File: src/rtl/mmio_pkg.sv
// Shared register offsets and the hex-to-segment map for the on-board I/O block.
// Segment patterns are active-low, ordered {g,f,e,d,c,b,a}.
package mmio_pkg;

    localparam logic [5:0] OFF_LED       = 6'h00;
    localparam logic [5:0] OFF_SW        = 6'h10;
    localparam logic [5:0] OFF_BTN_LVL   = 6'h20;
    localparam logic [5:0] OFF_BTN_PRESS = 6'h24;
    localparam logic [5:0] OFF_IRQ_MASK  = 6'h28;
    localparam logic [5:0] OFF_TUBE_VAL  = 6'h30;
    localparam logic [5:0] OFF_TUBE_MASK = 6'h34;
    localparam logic [5:0] OFF_TUBE_DP   = 6'h38;

    function automatic logic [6:0] hex7seg(input logic [3:0] nib);
        logic [6:0] lit;
        case (nib)
            4'h0: lit = 7'h3F;
            4'h1: lit = 7'h06;
            4'h2: lit = 7'h5B;
            4'h3: lit = 7'h4F;
            4'h4: lit = 7'h66;
            4'h5: lit = 7'h6D;
            4'h6: lit = 7'h7D;
            4'h7: lit = 7'h07;
            4'h8: lit = 7'h7F;
            4'h9: lit = 7'h6F;
            4'hA: lit = 7'h77;
            4'hB: lit = 7'h7C;
            4'hC: lit = 7'h39;
            4'hD: lit = 7'h5E;
            4'hE: lit = 7'h79;
            default: lit = 7'h71;
        endcase
        return ~lit;
    endfunction

endpackage

File: src/rtl/mmio_debounce.sv
// One-button debouncer: 2-FF synchroniser, stability counter and accepted level.
// rise_o pulses in the same cycle the level register turns 0 -> 1.
module mmio_debounce #(
    parameter int DEBOUNCE_CYCLES = 20000
) (
    input  logic cpu_clk,
    input  logic rst,
    input  logic btn_i,
    output logic level_o,
    output logic rise_o
);
    localparam int CW = $clog2(DEBOUNCE_CYCLES);

    logic          sync1_q;
    logic          sync2_q;
    logic          level_q;
    logic [CW-1:0] cnt_q;
    logic          flip;

    // The DEBOUNCE_CYCLES-th consecutive disagreeing sample accepts the new level.
    assign flip = (sync2_q != level_q) && (cnt_q == CW'(DEBOUNCE_CYCLES - 1));

    always_ff @(posedge cpu_clk) begin
        if (!rst) begin
            sync1_q <= 1'b0;
            sync2_q <= 1'b0;
            level_q <= 1'b0;
            cnt_q   <= '0;
        end else begin
            sync1_q <= btn_i;
            sync2_q <= sync1_q;
            if ((sync2_q == level_q) || flip) begin
                cnt_q <= '0;
            end else begin
                cnt_q <= cnt_q + 1'b1;
            end
            if (flip) begin
                level_q <= ~level_q;
            end
        end
    end

    assign level_o = level_q;
    assign rise_o  = flip & ~level_q;

endmodule

File: src/rtl/mmio_io_ctrl.sv
// MMIO slave for LEDs, switches, debounced buttons and a scanned 7-segment display.
// Optional button interrupt (irq port, IRQ_MASK register) is built when MMIO_BTN_IRQ_EN is defined.
module mmio_io_ctrl
    import mmio_pkg::*;
#(
    parameter logic [31:0] BASE_ADDR       = 32'h10000C60,
    parameter int          LED_W           = 24,
    parameter int          SW_W            = 24,
    parameter int          BTN_N           = 5,
    parameter int          TUBE_DIGITS     = 8,
    parameter int          REFRESH_DIV     = 100000,
    parameter int          DEBOUNCE_CYCLES = 20000
) (
    input  logic             cpu_clk,
    input  logic             rst,
    input  logic [31:0]      addr,
    input  logic [31:0]      write_data,
    input  logic             wea,
    input  logic             mode,
    output logic [31:0]      read_data,
    input  logic [BTN_N-1:0] buttons,
    input  logic [SW_W-1:0]  switches,
    output logic [LED_W-1:0] led,
    output logic [7:0]       tube_en,
    output logic [7:0]       tube_seg
`ifdef MMIO_BTN_IRQ_EN
    ,
    output logic             irq
`endif
);
    localparam int DIV_W = $clog2(REFRESH_DIV);

    logic [31:0]      off;
    logic             hit;
    logic             wr;
    logic [31:0]      rd_d;
    logic [31:0]      read_data_q;
    logic [LED_W-1:0] led_q;
    logic [SW_W-1:0]  sw1_q;
    logic [SW_W-1:0]  sw2_q;
    logic [31:0]      tube_val_q;
    logic [7:0]       tube_mask_q;
    logic [7:0]       tube_dp_q;
    logic [BTN_N-1:0] btn_lvl;
    logic [BTN_N-1:0] btn_rise;
    logic [BTN_N-1:0] press_q;
    logic [BTN_N-1:0] press_d;
    logic [DIV_W-1:0] div_q;
    logic [2:0]       idx_q;
    logic [3:0]       nib;
    logic [7:0]       seg_d;
    logic [7:0]       tube_en_q;
    logic [7:0]       tube_seg_q;
`ifdef MMIO_BTN_IRQ_EN
    logic [BTN_N-1:0] irq_mask_q;
    logic             irq_q;
`endif

    assign off = addr - BASE_ADDR;
    assign hit = (off < 32'h40) && (addr[1:0] == 2'b00);
    assign wr  = wea & mode & hit;

    for (genvar b = 0; b < BTN_N; b++) begin : g_btn
        mmio_debounce #(.DEBOUNCE_CYCLES(DEBOUNCE_CYCLES)) u_db (
            .cpu_clk (cpu_clk),
            .rst     (rst),
            .btn_i   (buttons[b]),
            .level_o (btn_lvl[b]),
            .rise_o  (btn_rise[b])
        );
    end

    always_comb begin
        rd_d = '0;
        if (hit) begin
            case (off[5:0])
                OFF_LED:       rd_d[LED_W-1:0] = led_q;
                OFF_SW:        rd_d[SW_W-1:0]  = sw2_q;
                OFF_BTN_LVL:   rd_d[BTN_N-1:0] = btn_lvl;
                OFF_BTN_PRESS: rd_d[BTN_N-1:0] = press_q;
`ifdef MMIO_BTN_IRQ_EN
                OFF_IRQ_MASK:  rd_d[BTN_N-1:0] = irq_mask_q;
`endif
                OFF_TUBE_VAL:  rd_d            = tube_val_q;
                OFF_TUBE_MASK: rd_d[7:0]       = tube_mask_q;
                OFF_TUBE_DP:   rd_d[7:0]       = tube_dp_q;
                default:       rd_d            = '0;
            endcase
        end
    end

    // A new rise wins over a W1C landing in the same cycle.
    always_comb begin
        press_d = press_q;
        if (wr && (off[5:0] == OFF_BTN_PRESS)) begin
            press_d = press_q & ~write_data[BTN_N-1:0];
        end
        press_d = press_d | btn_rise;
    end

    always_ff @(posedge cpu_clk) begin
        if (!rst) begin
            read_data_q <= '0;
            led_q       <= '0;
            sw1_q       <= '0;
            sw2_q       <= '0;
            tube_val_q  <= '0;
            tube_mask_q <= '0;
            tube_dp_q   <= '0;
            press_q     <= '0;
`ifdef MMIO_BTN_IRQ_EN
            irq_mask_q  <= '0;
            irq_q       <= 1'b0;
`endif
        end else begin
            read_data_q <= rd_d;
            sw1_q       <= switches;
            sw2_q       <= sw1_q;
            press_q     <= press_d;
`ifdef MMIO_BTN_IRQ_EN
            irq_q       <= |(press_q & irq_mask_q);
`endif
            if (wr) begin
                case (off[5:0])
                    OFF_LED:       led_q       <= write_data[LED_W-1:0];
`ifdef MMIO_BTN_IRQ_EN
                    OFF_IRQ_MASK:  irq_mask_q  <= write_data[BTN_N-1:0];
`endif
                    OFF_TUBE_VAL:  tube_val_q  <= write_data;
                    OFF_TUBE_MASK: tube_mask_q <= write_data[7:0];
                    OFF_TUBE_DP:   tube_dp_q   <= write_data[7:0];
                    default:       ;
                endcase
            end
        end
    end

    assign nib   = tube_val_q[{idx_q, 2'b00} +: 4];
    assign seg_d = tube_mask_q[idx_q] ? 8'hFF : {~tube_dp_q[idx_q], hex7seg(nib)};

    // Outputs are loaded only at slot start so a register write never glitches a lit digit.
    always_ff @(posedge cpu_clk) begin
        if (!rst) begin
            div_q      <= '0;
            idx_q      <= '0;
            tube_en_q  <= 8'hFF;
            tube_seg_q <= 8'hFF;
        end else begin
            if (div_q == '0) begin
                tube_en_q  <= ~(8'h01 << idx_q);
                tube_seg_q <= seg_d;
            end
            if (div_q == DIV_W'(REFRESH_DIV - 1)) begin
                div_q <= '0;
                idx_q <= (idx_q == 3'(TUBE_DIGITS - 1)) ? 3'd0 : idx_q + 3'd1;
            end else begin
                div_q <= div_q + 1'b1;
            end
        end
    end

    assign read_data = read_data_q;
    assign led       = led_q;
    assign tube_en   = tube_en_q;
    assign tube_seg  = tube_seg_q;
`ifdef MMIO_BTN_IRQ_EN
    assign irq       = irq_q;
`endif

endmodule

File: config.mk
export PLATFORM = sky130hd
export DESIGN_NAME = mmio_io_ctrl
export DESIGN_NICKNAME = d
export VERILOG_FILES = /design/src/rtl/mmio_pkg.sv /design/src/rtl/mmio_debounce.sv /design/src/rtl/mmio_io_ctrl.sv
export SDC_FILE = /design/constraint.sdc
export NUM_CORES = 1
export LEC_CHECK = 0
export ABC_AREA = 1
export CAP_MARGIN = 20
export CORE_UTILIZATION = 40
export DETAILED_ROUTE_END_ITERATION = 10
export GPL_TIMING_DRIVEN = 0
export PLACE_DENSITY_LB_ADDON = 0.05
export SLEW_MARGIN = 20
export SYNTH_ARGS = -nofsm -noshare
export SYNTH_HDL_FRONTEND = slang
export SYNTH_HIERARCHICAL = 1
export SYNTH_SLANG_ARGS = --single-unit
export TNS_END_PERCENT = 30
File: constraint.sdc
create_clock -name cpu_clk -period 2.63 [get_ports cpu_clk]
set_input_delay 0.6575 -clock cpu_clk [delete_from_list [all_inputs] [get_ports cpu_clk]]
set_output_delay 0.6575 -clock cpu_clk [all_outputs]
set_load 0.05 [all_outputs]
After elaboration in Yosys (flattened, before gate mapping)
Memory sizes are Yosys's and may differ from the RTL's.
Cells that the tools add are included.
Cells by class
  add/sub/neg operators: 8
  $lt $le $gt $ge: 2
  equality and inequality tests: 23
  shifts and indexed selects: 2
  multiplexer cells: 10
  bitwise gates (word level): 19
  reduce and logical (&&, ||, !) cells: 27
Operators with widths (number)
  $add 15x1->15 const B: 5
  $eq 15x15->1 const B: 5
  $pmux 16 s3: 1
  $pmux 5 s7: 1
  $lt 32x7->1 const B: 1
  $shiftx 32x6->4: 1
  $sub 32x29->32 const B: 1
  $eq 6x6->1 const B: 5
  $add 17x1->17 const B: 1
  $eq 17x17->1 const B: 1
  $logic_not 17->1: 1
  $pmux 3 s5: 1
  $reduce_or 2->1: 6
  $reduce_and 2->1: 5
  $mux 8: 1
  $not 8->8: 1
  $shl 1x3->8 const A: 1
  $and 1x1->1: 7
  $logic_and 1x1->1: 7
  $not 1->1: 7
  $not 7->7: 1
  $bmux 1 s3: 2
  $eq 6x5->1 const B: 1
  $logic_not 6->1: 1
  other kinds (14): 27
Word-level totals
  register bits after elaboration: 283
  ROM bits: 112
  input port bits: 97
  output and inout bits: 72
  memories kept: 1
Memories
  (no name shown): words 16, width 7, rd ports 1, clocked after Yosys merged registers in 0, wr ports 0, RTL line mmio_pkg.sv:16  | case (nib)

Logic depth before layout (Yosys ltp)
Gate-level depths: netlist of the first run.
  depth after elaboration: 7
  gate-level depth with buffers: 19
  mapped depth without buffers: 16

Hierarchy
The synthesis of the first run kept the hierarchy.
Modules (own cells, without submodules)
  mmio_io_ctrl: instances 1, cells each 1335, area an instance 8964.8 um2, seq. area each 3863.7 um2
  mmio_debounce: instances 5, cells each 124, area an instance 893.4 um2, seq. area each 360.3 um2

Worst setup path before layout of the first run
No wires, ideal clock.
  path type: input-to-reg
  from: input port addr[5]
  to: register led_q[0] (netlist: led[0])
  arrival time: 2.432 ns
  required time: 2.517 ns
  slack: 0.085 ns
  stages on the path: 18
  buffers on the path: 3
  cell sequence: ha_1 nor2_1 nand2_1 nand2_2 nand2_2 nor2_1 nand2_1 nand2_1 nand3_1 nor2_1 nand2_1 nor2_2 buf_6 nand3_2 buf_6 buf_6 o21ai_1 nor2_1
Between the ends
  longest elaborated chain between the ends: 5
  elaborated cells on any way between the ends: 6
  those cells by class: add/sub (1); order compare (1); bitwise (1); reduce/logical (3)
RTL lines
  from (decl): RTL line mmio_io_ctrl.sv:16  | input logic [31:0] addr,
  $sub 32x29->32 *: RTL line mmio_io_ctrl.sv:59  | assign off = addr - BASE_ADDR;
  $lt 32x7->1: RTL line mmio_io_ctrl.sv:60  | assign hit = (off < 32'h40) && (addr[1:0] == 2'b00);
  $logic_and 1x1->1: RTL line mmio_io_ctrl.sv:60
  $and 1x1->1: RTL line mmio_io_ctrl.sv:61  | assign wr = wea & mode & hit;
  $reduce_and 2->1 (no line) *
  to (signal assigned): RTL line mmio_io_ctrl.sv:125  | OFF_LED: led_q <= write_data[LED_W-1:0];
  to (decl): RTL line mmio_io_ctrl.sv:38  | logic [LED_W-1:0] led_q;
Every way passes the cells marked *; elsewhere a longest branch is shown, timed or not.
A chain may end at the register's enable or synchronous reset.

Worst setup path in the final report of the first run
  from: input port addr[1]
  to: register read_data_q[14] (netlist: read_data[14])
Between the ends
  longest elaborated chain between the ends: 4
  elaborated cells on any way between the ends: 9
  those cells by class: add/sub (1); order compare (1); eq/ne (2); mux (1); reduce/logical (4)
RTL lines
  $sub 32x29->32: RTL line mmio_io_ctrl.sv:59
  $lt 32x7->1: RTL line mmio_io_ctrl.sv:60
  $logic_and 1x1->1: RTL line mmio_io_ctrl.sv:60
  $reduce_and 2->1 (no line)
  to (signal assigned): RTL line mmio_io_ctrl.sv:116  | read_data_q <= rd_d;
  to (decl): RTL line mmio_io_ctrl.sv:37  | logic [31:0] read_data_q;
Parallel ways exist; a longest one is shown, timed or not.

==> impl_results.md, run 1 <==
- Maximum clock path buffer count: 3
- Vias in the first global route: 11700
- Fin cells: 2639
- Final period util: 96.0%
- Total congestion overflow: 0
- Worst-path clk slew: 60 ps
- Setup WS post-layout: 105 ps
- Outcome: completed
- Commonest non-fill, non-tap cell in the layout: nand2_1
- Distinct cell type count after synthesis: 44
- Fmax: 396 MHz
- Switch share: 22.8%
- DRT Wirelength: 37.0 mm
- Largest net degree at the start of global routing: 22
- Core area: 32800 sq um
- Ant diodes: 0
- Crit. End Element: flop
- Arrival time worst endpoint: 2990 ps
- # rows: 66
- Combinational power share: 6.9%
- Leak: 7.28 nW
- Area Growth Syn to Fin: 28.4%
- Synth Cell Area: 13400 sq um
- Setup total negative slack: 0 ps
- Critical path fanouts, max: 10
- Cell area power density: 581 nW/um^2
- Clock power share: 49.3%
- Syn_area_per_cell: 6.87 sq um
- Period minus WS final: 2530 ps
- RSZ-0062 raised after global routing: yes
- Mapped Nets: 2071
- Final nets: 2288
- Layout Skew: 12.1 ps
- DP Wirelength: 27.9 mm
- CP max stage delay: 540 ps
- RD Place Congestion: 0.879
- Total power: 10.0 mW
- Register bit total from synthesis: 283
- Sw power: 2.28 mW
- Initial antenna violation count: 1
- Most frequent cells in the layout: 407 x nand2_1, 364 x inv_1, 281 x dfxtp_1
- Die Y: 185 um
- Sequential Power Share: 43.8%
- Rel. slew slack: 54.2%
- Die area: 34300 sq um
- Fin util: 52.6%
- Placed instance area: 15700 sq um
- Hold Violations, Final: 0
- Pins Over Slew Limit: 0
- Layout cells sized above 1: 9.70%
- Crit-path cells: clkdlybuf4s50_1 -> nor2_2 -> inv_1 -> nor3_2 -> nand3_1 -> clkbuf_1 -> buf_1 -> o22ai_1 -> a21oi_1 -> nor2_1
- Slowest-stage cell, CP: clkbuf_1
- Share of the yosys chip area belonging to registers: 42.2%
- CTS tree: built
- Drt pass-1 iters: 5
- FF/Latch Area: 5670 sq um
- Placed instance count: 2565
- VDD IR max: 0.495 mV
- Wire length per cell: 14.0 um
- Post-layout instance area: 17200 sq um
- Kind of critical path: in -> reg
- Sink Count: 283
- Starting DRT DRC Count: 626
- Synth warn: 6
- Slew @ Worst Pin: 687 ps
- GR Util All Layers: 21.7%
- ANT nets after route: 0
- Hold_buf cts: 0
- Multi-input logic area: 6250 sq um
- Place WS: -1240 ps
- Synth Instances: 1955
- Buf/Inv on CP: 4
- Root buf cell: clkbuf_16
- H-tree depth: 1
- First-pass GRT wire length: 59.2 mm
- CP Data Required Time: 3090 ps
- Skew-Pair Late Insertion Delay: 580 ps
- Worst hold path class: reg -> reg
- Setup crit start kind: input pin
- Setup Viol. Count Final: 0
- Vias/cell: 4.72
- Die X: 185 um
- FILL cells: 3354
- Cell-internal power: 7.74 mW
- Initial Util: 41.0%
- DRC Markers: 0
- Via count: 12500
- Max-cap violations: 0
- Top Ports: 169
- TritonCTS buffer count: 31
- Crit path max-delay family: buffers and inverters
- IO buf count: 168
- Worst hold margin: 408 ps
-- kinds of logic (layout without fill, tap and decap cells) --
group / count (synthesis) / after routing / share of synthesized area [%]
flip-flops: 283 / 283 / 42.2
XOR/XNOR: 32 / 32 / 2.09
buffers and inverters: 424 / 665 / 12.6
adder cells (fa/ha/maj): 19 / 19 / 1.77
AO/OA/AOI/OAI: 290 / 290 / 11.9
AND/OR/NAND/NOR: 907 / 908 / 29.5
-- per-layer routing --
layer,track usage (%),part of all wire [%],vias to the layer above
li1,-,-,6534
met4,4.89,1.9,2
met2,37.0,46,270
met3,3.28,5.2,56
met1,28.7,46,5589
met5,0,0.043,-
-- flip-flops by register name, summed over array words and instances (netlist names), 8 cells and up --
register,flops
g_btn.u_db/cnt_q,75
read_data,32
tube_val_q,32
led,24
sw1_q,24
sw2_q,24
div_q,17
tube_dp_q,8
tube_en,8
tube_mask_q,8
tube_seg,8
-- cell usage after synthesis (all sizes together) --
master	n	area, sq um
clkinv	3	11.3
a41oi	1	8.76
o2111ai	1	8.76
nand4	39	244
a221oi	6	52.6
o21a	2	15.0
a22oi	4	30.0
a211oi	4	30.0
o21ai	124	621
nor3	25	125
a21boi	1	7.51
buf	16	159
xnor2	10	87.6
o32ai	2	17.5
o21bai	1	7.51
dfxtp	283	5670
ha	19	238
nor4	3	18.8
or2	5	31.3
clkbuf	38	143
a21oi	118	628
nand2	434	1700
a31o	1	8.76
nand3b	6	45.0
xor2	22	193
nor2	295	1220
inv	367	1380
o211ai	2	15.0
nand3	96	533
nor3b	4	30.0
o221ai	3	26.3
o22ai	20	125
-- path summary, 6_finish.rpt --
kind / startpoint / end / slack (ps) / depth (start not counted)
worst min-delay path: sw1_q[5] / sw2_q[5] / 410 / 2
worst max register to register: idx_q[2] / tube_seg[5] / 300 / 10
worst max-delay path: addr[1] / read_data[14] / 100 / 10
worst min register to register: sw1_q[5] / sw2_q[5] / 410 / 2
-- power groups by stage --
stage	clock, mW	combinational, mW	sequential, mW
final	4.94	0.686	4.39
after global routing	5.23	0.754	4.40
after CTS	5.06	0.673	4.39
after detailed placement	0	0.660	4.49
after global placement	0	0.657	4.49
after floorplan	0	0.253	4.57
-- final cells by class --
cell class | count | share of cell area (%)
multi-input combinational | 1249 | 36.3
sequential | 283 | 32.9
timing repair buffer | 185 | 10.6
inverter | 370 | 8.08
clock buffer | 39 | 4.96
tap | 442 | 3.21
buffer | 52 | 2.16
clock inverter | 19 | 1.84
-- tightest hold or removal path, cell delays in order (launching register included) --
cell     delay (ps)
dfxtp_1         300
nand2_1          50
inv_1            40
-- what timing repair did --
item | in CTS | in global routing
gates resized for setup | 85 | 74
setup endpoints to repair | 176 | 115
cloned | 0 | 1
pin swaps | 10 | 15
buffers inserted | 10 | 7
Power figures use the tool's default switching activity.
==> run 2: changes to the inputs <==
--- a/config.mk
+++ b/config.mk
@@ -10,6 +10,8 @@
 export CORE_UTILIZATION = 40
 export DETAILED_ROUTE_END_ITERATION = 10
+export GPL_ROUTABILITY_DRIVEN = 0
 export GPL_TIMING_DRIVEN = 0
 export PLACE_DENSITY_LB_ADDON = 0.05
+export SKIP_LAST_GASP = 1
 export SLEW_MARGIN = 20
 export SYNTH_ARGS = -nofsm -noshare
==> constraint.sdc (replaced) <==
create_clock -name cpu_clk -period 2.63 [get_ports cpu_clk]
set_input_delay 0.6575 -clock cpu_clk [delete_from_list [all_inputs] [get_ports cpu_clk]]
set_output_delay 0.6575 -clock cpu_clk [all_outputs]
set_load 0.02 [all_outputs]
==> run 2 against run 1 <==
Flip-flop and latch count unchanged. Utilization is 0.48 points higher. Cell count is 0.23% higher. Count of clock-buffer cells in the layout increased by 2. Via count rose by 1.1%. Die area stayed put. Wire length grew 1.2%. Power is 4.0% lower. Sequential share of layout area is 0.31 points lower. Worst hold slack about the same. Register-to-register slack worse by 210 ps. Critical path type is now reg -> reg. Largest power group unchanged.
==> impl_results.md, run 2 (synthesis gave the netlist of run 1 again) <==
- Outcome: completed
- Layout cells sized above 1: 10.8% (+1.2 points)
- Skew-Pair Late Insertion Delay: 570 ps (about the same)
- Kind of critical path: reg -> reg
- Vias/cell: 4.76 (+0.85%)
- Core area: 32800 sq um (unchanged)
- First-pass GRT wire length: 57.8 mm (-2.4%)
- Buf/Inv on CP: 4 (unchanged)
- Reg2Reg Depth: 15 (+5)
- Worst-path clk slew: 60 ps (about the same)
- Leak: 7.34 nW (+0.85%)
- Routed wl met2: 17.0 mm (-0.84%)
- R2r endpoint: tube_seg[3]
- TritonCTS buffer count: 31 (unchanged)
- Worst path depth: 15 (+5)
- IO buf count: 168 (unchanged)
- Top reg by flops: g_btn.u_db/cnt_q
- VDD IR max: 0.487 mV (-1.6%)
- Setup crit start kind: flop
- Sink Count: 283 (unchanged)
- Initial Util: 41.0% (unchanged)
- Top Ports: 169 (unchanged)
- Met1 WL: 17.7 mm (+3.0%)
- Area Growth Syn to Fin: 29.6%
- Largest net degree at the start of global routing: 22 (unchanged)
- Reg2reg setup slack: 90 ps (-210 ps)
- Setup Viol. Count Final: 0 (unchanged)
- HP Start: g_btn[1].u_db/sync1_q
- Slew @ Worst Pin: 650 ps (-37.0 ps)
- Commonest non-fill, non-tap cell in the layout: nand2_1
- Worst Hold End: g_btn[1].u_db/sync2_q
- DP Wirelength: 28.0 mm (about the same)
- Multi-input logic area: 6370 sq um (+1.9%)
- Rel. slew slack: 56.7% (+2.5 points)
- Crit. End Element: flop
- Maximum clock path buffer count: 3 (unchanged)
- Vias in the first global route: 11400 (-3.1%)
- Hold Violations, Final: 0 (unchanged)
- Die X: 185 um (unchanged)
- CTS tree: built
- Max layer used: met5
- GR Util All Layers: 21.3% (-0.43 points)
- Root buf cell: clkbuf_16
- Max reg flops: 75 (unchanged)
- Final period util: 96.6% (+0.57 points)
- Arrival time worst endpoint: 2970 ps (-20 ps)
- Final nets: 2296 (+0.35%)
- Cell area power density: 553 nW/um^2 (-4.9%)
- FF/Latch Area: 5670 sq um (about the same)
- Critical path fanouts, max: 10 (unchanged)
- DRC Markers: 0 (unchanged)
- Layout Skew: 11.2 ps (-0.949 ps)
- Wire length per cell: 14.1 um (+0.92%)
- Fin util: 53.1% (+0.48 points)
- Hold_buf cts: 0 (unchanged)
- Via count: 12600 (+1.1%)
- R2R Path Start: idx_q[0]
- Pins Over Slew Limit: 0 (unchanged)
- H-tree depth: 1 (unchanged)
- Starting DRT DRC Count: 733 (+17%)
- Most frequent cells in the layout: 404 x nand2_1, 362 x inv_1, 283 x dfxtp_1
- CP most frequent cell: nand2_1
- Period minus WS final: 2540 ps (+15.1 ps)
- # rows: 66 (unchanged)
- Crit-path cells: buf_4 -> clkbuf_4 -> buf_4 -> a21oi_1 -> o21ai_0 -> nand3_1 -> nand2_1 -> inv_1 -> ha_1 -> nor2_1 -> nand2_1 -> nand2_1 -> a21oi_1 -> o22ai_1 -> nand2_1
- Slowest-stage cell, CP: dfxtp_1
- CP max stage delay: 400 ps (-140 ps)
- Crit path max-delay family: buffers and inverters
- Worst hold path class: reg -> reg
- Worst hold margin: 408 ps (+0.172 ps)
- Max-cap violations: 0 (unchanged)
- ANT nets after route: 0 (unchanged)
- Die area: 34300 sq um (unchanged)
- Total congestion overflow: 0 (unchanged)
- Ant diodes: 0 (unchanged)
- RSZ-0062 raised after global routing: yes
- Fmax: 394 MHz (-0.59%)
- Die Y: 185 um (unchanged)
- Met3 wire len: 1.79 mm (-5.9%)
- FILL cells: 3286 (-2.0%)
- Initial antenna violation count: 3 (+2)
- DRT Wirelength: 37.4 mm (+1.2%)
- Drt pass-1 iters: 5 (unchanged)
- CP Data Required Time: 3060 ps (-30 ps)
- Worst hold path cell count: 2 (unchanged)
## run 2: metrics by stage
stage	instances	power (mW)	setup slack, ps	cell area (sq um)	TNS (ps)
finish	2645	9.62	89.6	17400	0
global route	2645	9.97	-96.0	17400	-828
CTS	2628	9.69	-30.7	16900	-460
detailed placement	2565	5.09	-1220	15700	-160810
global placement	2565	5.08	-1200	15700	-155880
floorplan	1955	4.76	84.9	13400	0
## run 2: worst register-to-register path, cell delays in order, from the launching register on
cell,delay [ps]
dfxtp_1,400
buf_4,200
clkbuf_4,220
buf_4,200
a21oi_1,80
o21ai_0,130
nand3_1,140
nand2_1,160
inv_1,110
ha_1,300
nor2_1,100
nand2_1,90
nand2_1,70
a21oi_1,40
o22ai_1,100
nand2_1,60
## run 2: how the worst max path moves through the flow
stage / slack (ps) / startpoint / to
global route: -100 / idx_q[0] / tube_seg[3]
CTS: -30 / addr[6] / led[23]
detailed placement: -1220 / addr[1] / read_data[17]
global placement: -1200 / rst / read_data[20]
finish: 90 / idx_q[0] / tube_seg[3]
floorplan: 80 / addr[5] / led[0]
## run 2: where the power goes
group	internal (mW)	leakage (nW)	total, mW	switching (mW)
Sequential	4.36	2.30	4.39	0.0302
Combinational	0.290	4.52	0.649	0.359
Clock	2.75	0.530	4.58	1.83
Total	7.40	7.34	9.62	2.21
## run 2: routing by layer
| layer | vias up | global-route usage [%] |
|---|---|---|
| met4 | 2 | 5.42 |
| met1 | 5710 | 28.5 |
| met3 | 56 | 3.22 |
| met2 | 253 | 35.5 |
| li1 | 6564 | - |
| met5 | - | 0 |
## run 2: timing repair
item | CTS | global route
gates resized for setup | 60 | 123
setup endpoints to repair | 172 | 118
setup buffers | 7 | 12
pin swaps | 13 | 32
gates cloned | 0 | 6
## run 2: area by class of cell
cell class	instances	area share (%)
Multi-Input combinational cell	1249	36.6
Sequential cell	283	32.6
Timing Repair Buffer	192	11.3
Inverter	370	7.99
Clock buffer	41	5.08
Tap cell	442	3.18
Buffer	53	2.19
Clock inverter	15	1.14
==> run 3: changes to the inputs <==
Settings changed: SLEW_MARGIN 20 to unset.
==> results of run 3 <==
The final DEF is identical to that of run 2; final timing and power are the same.
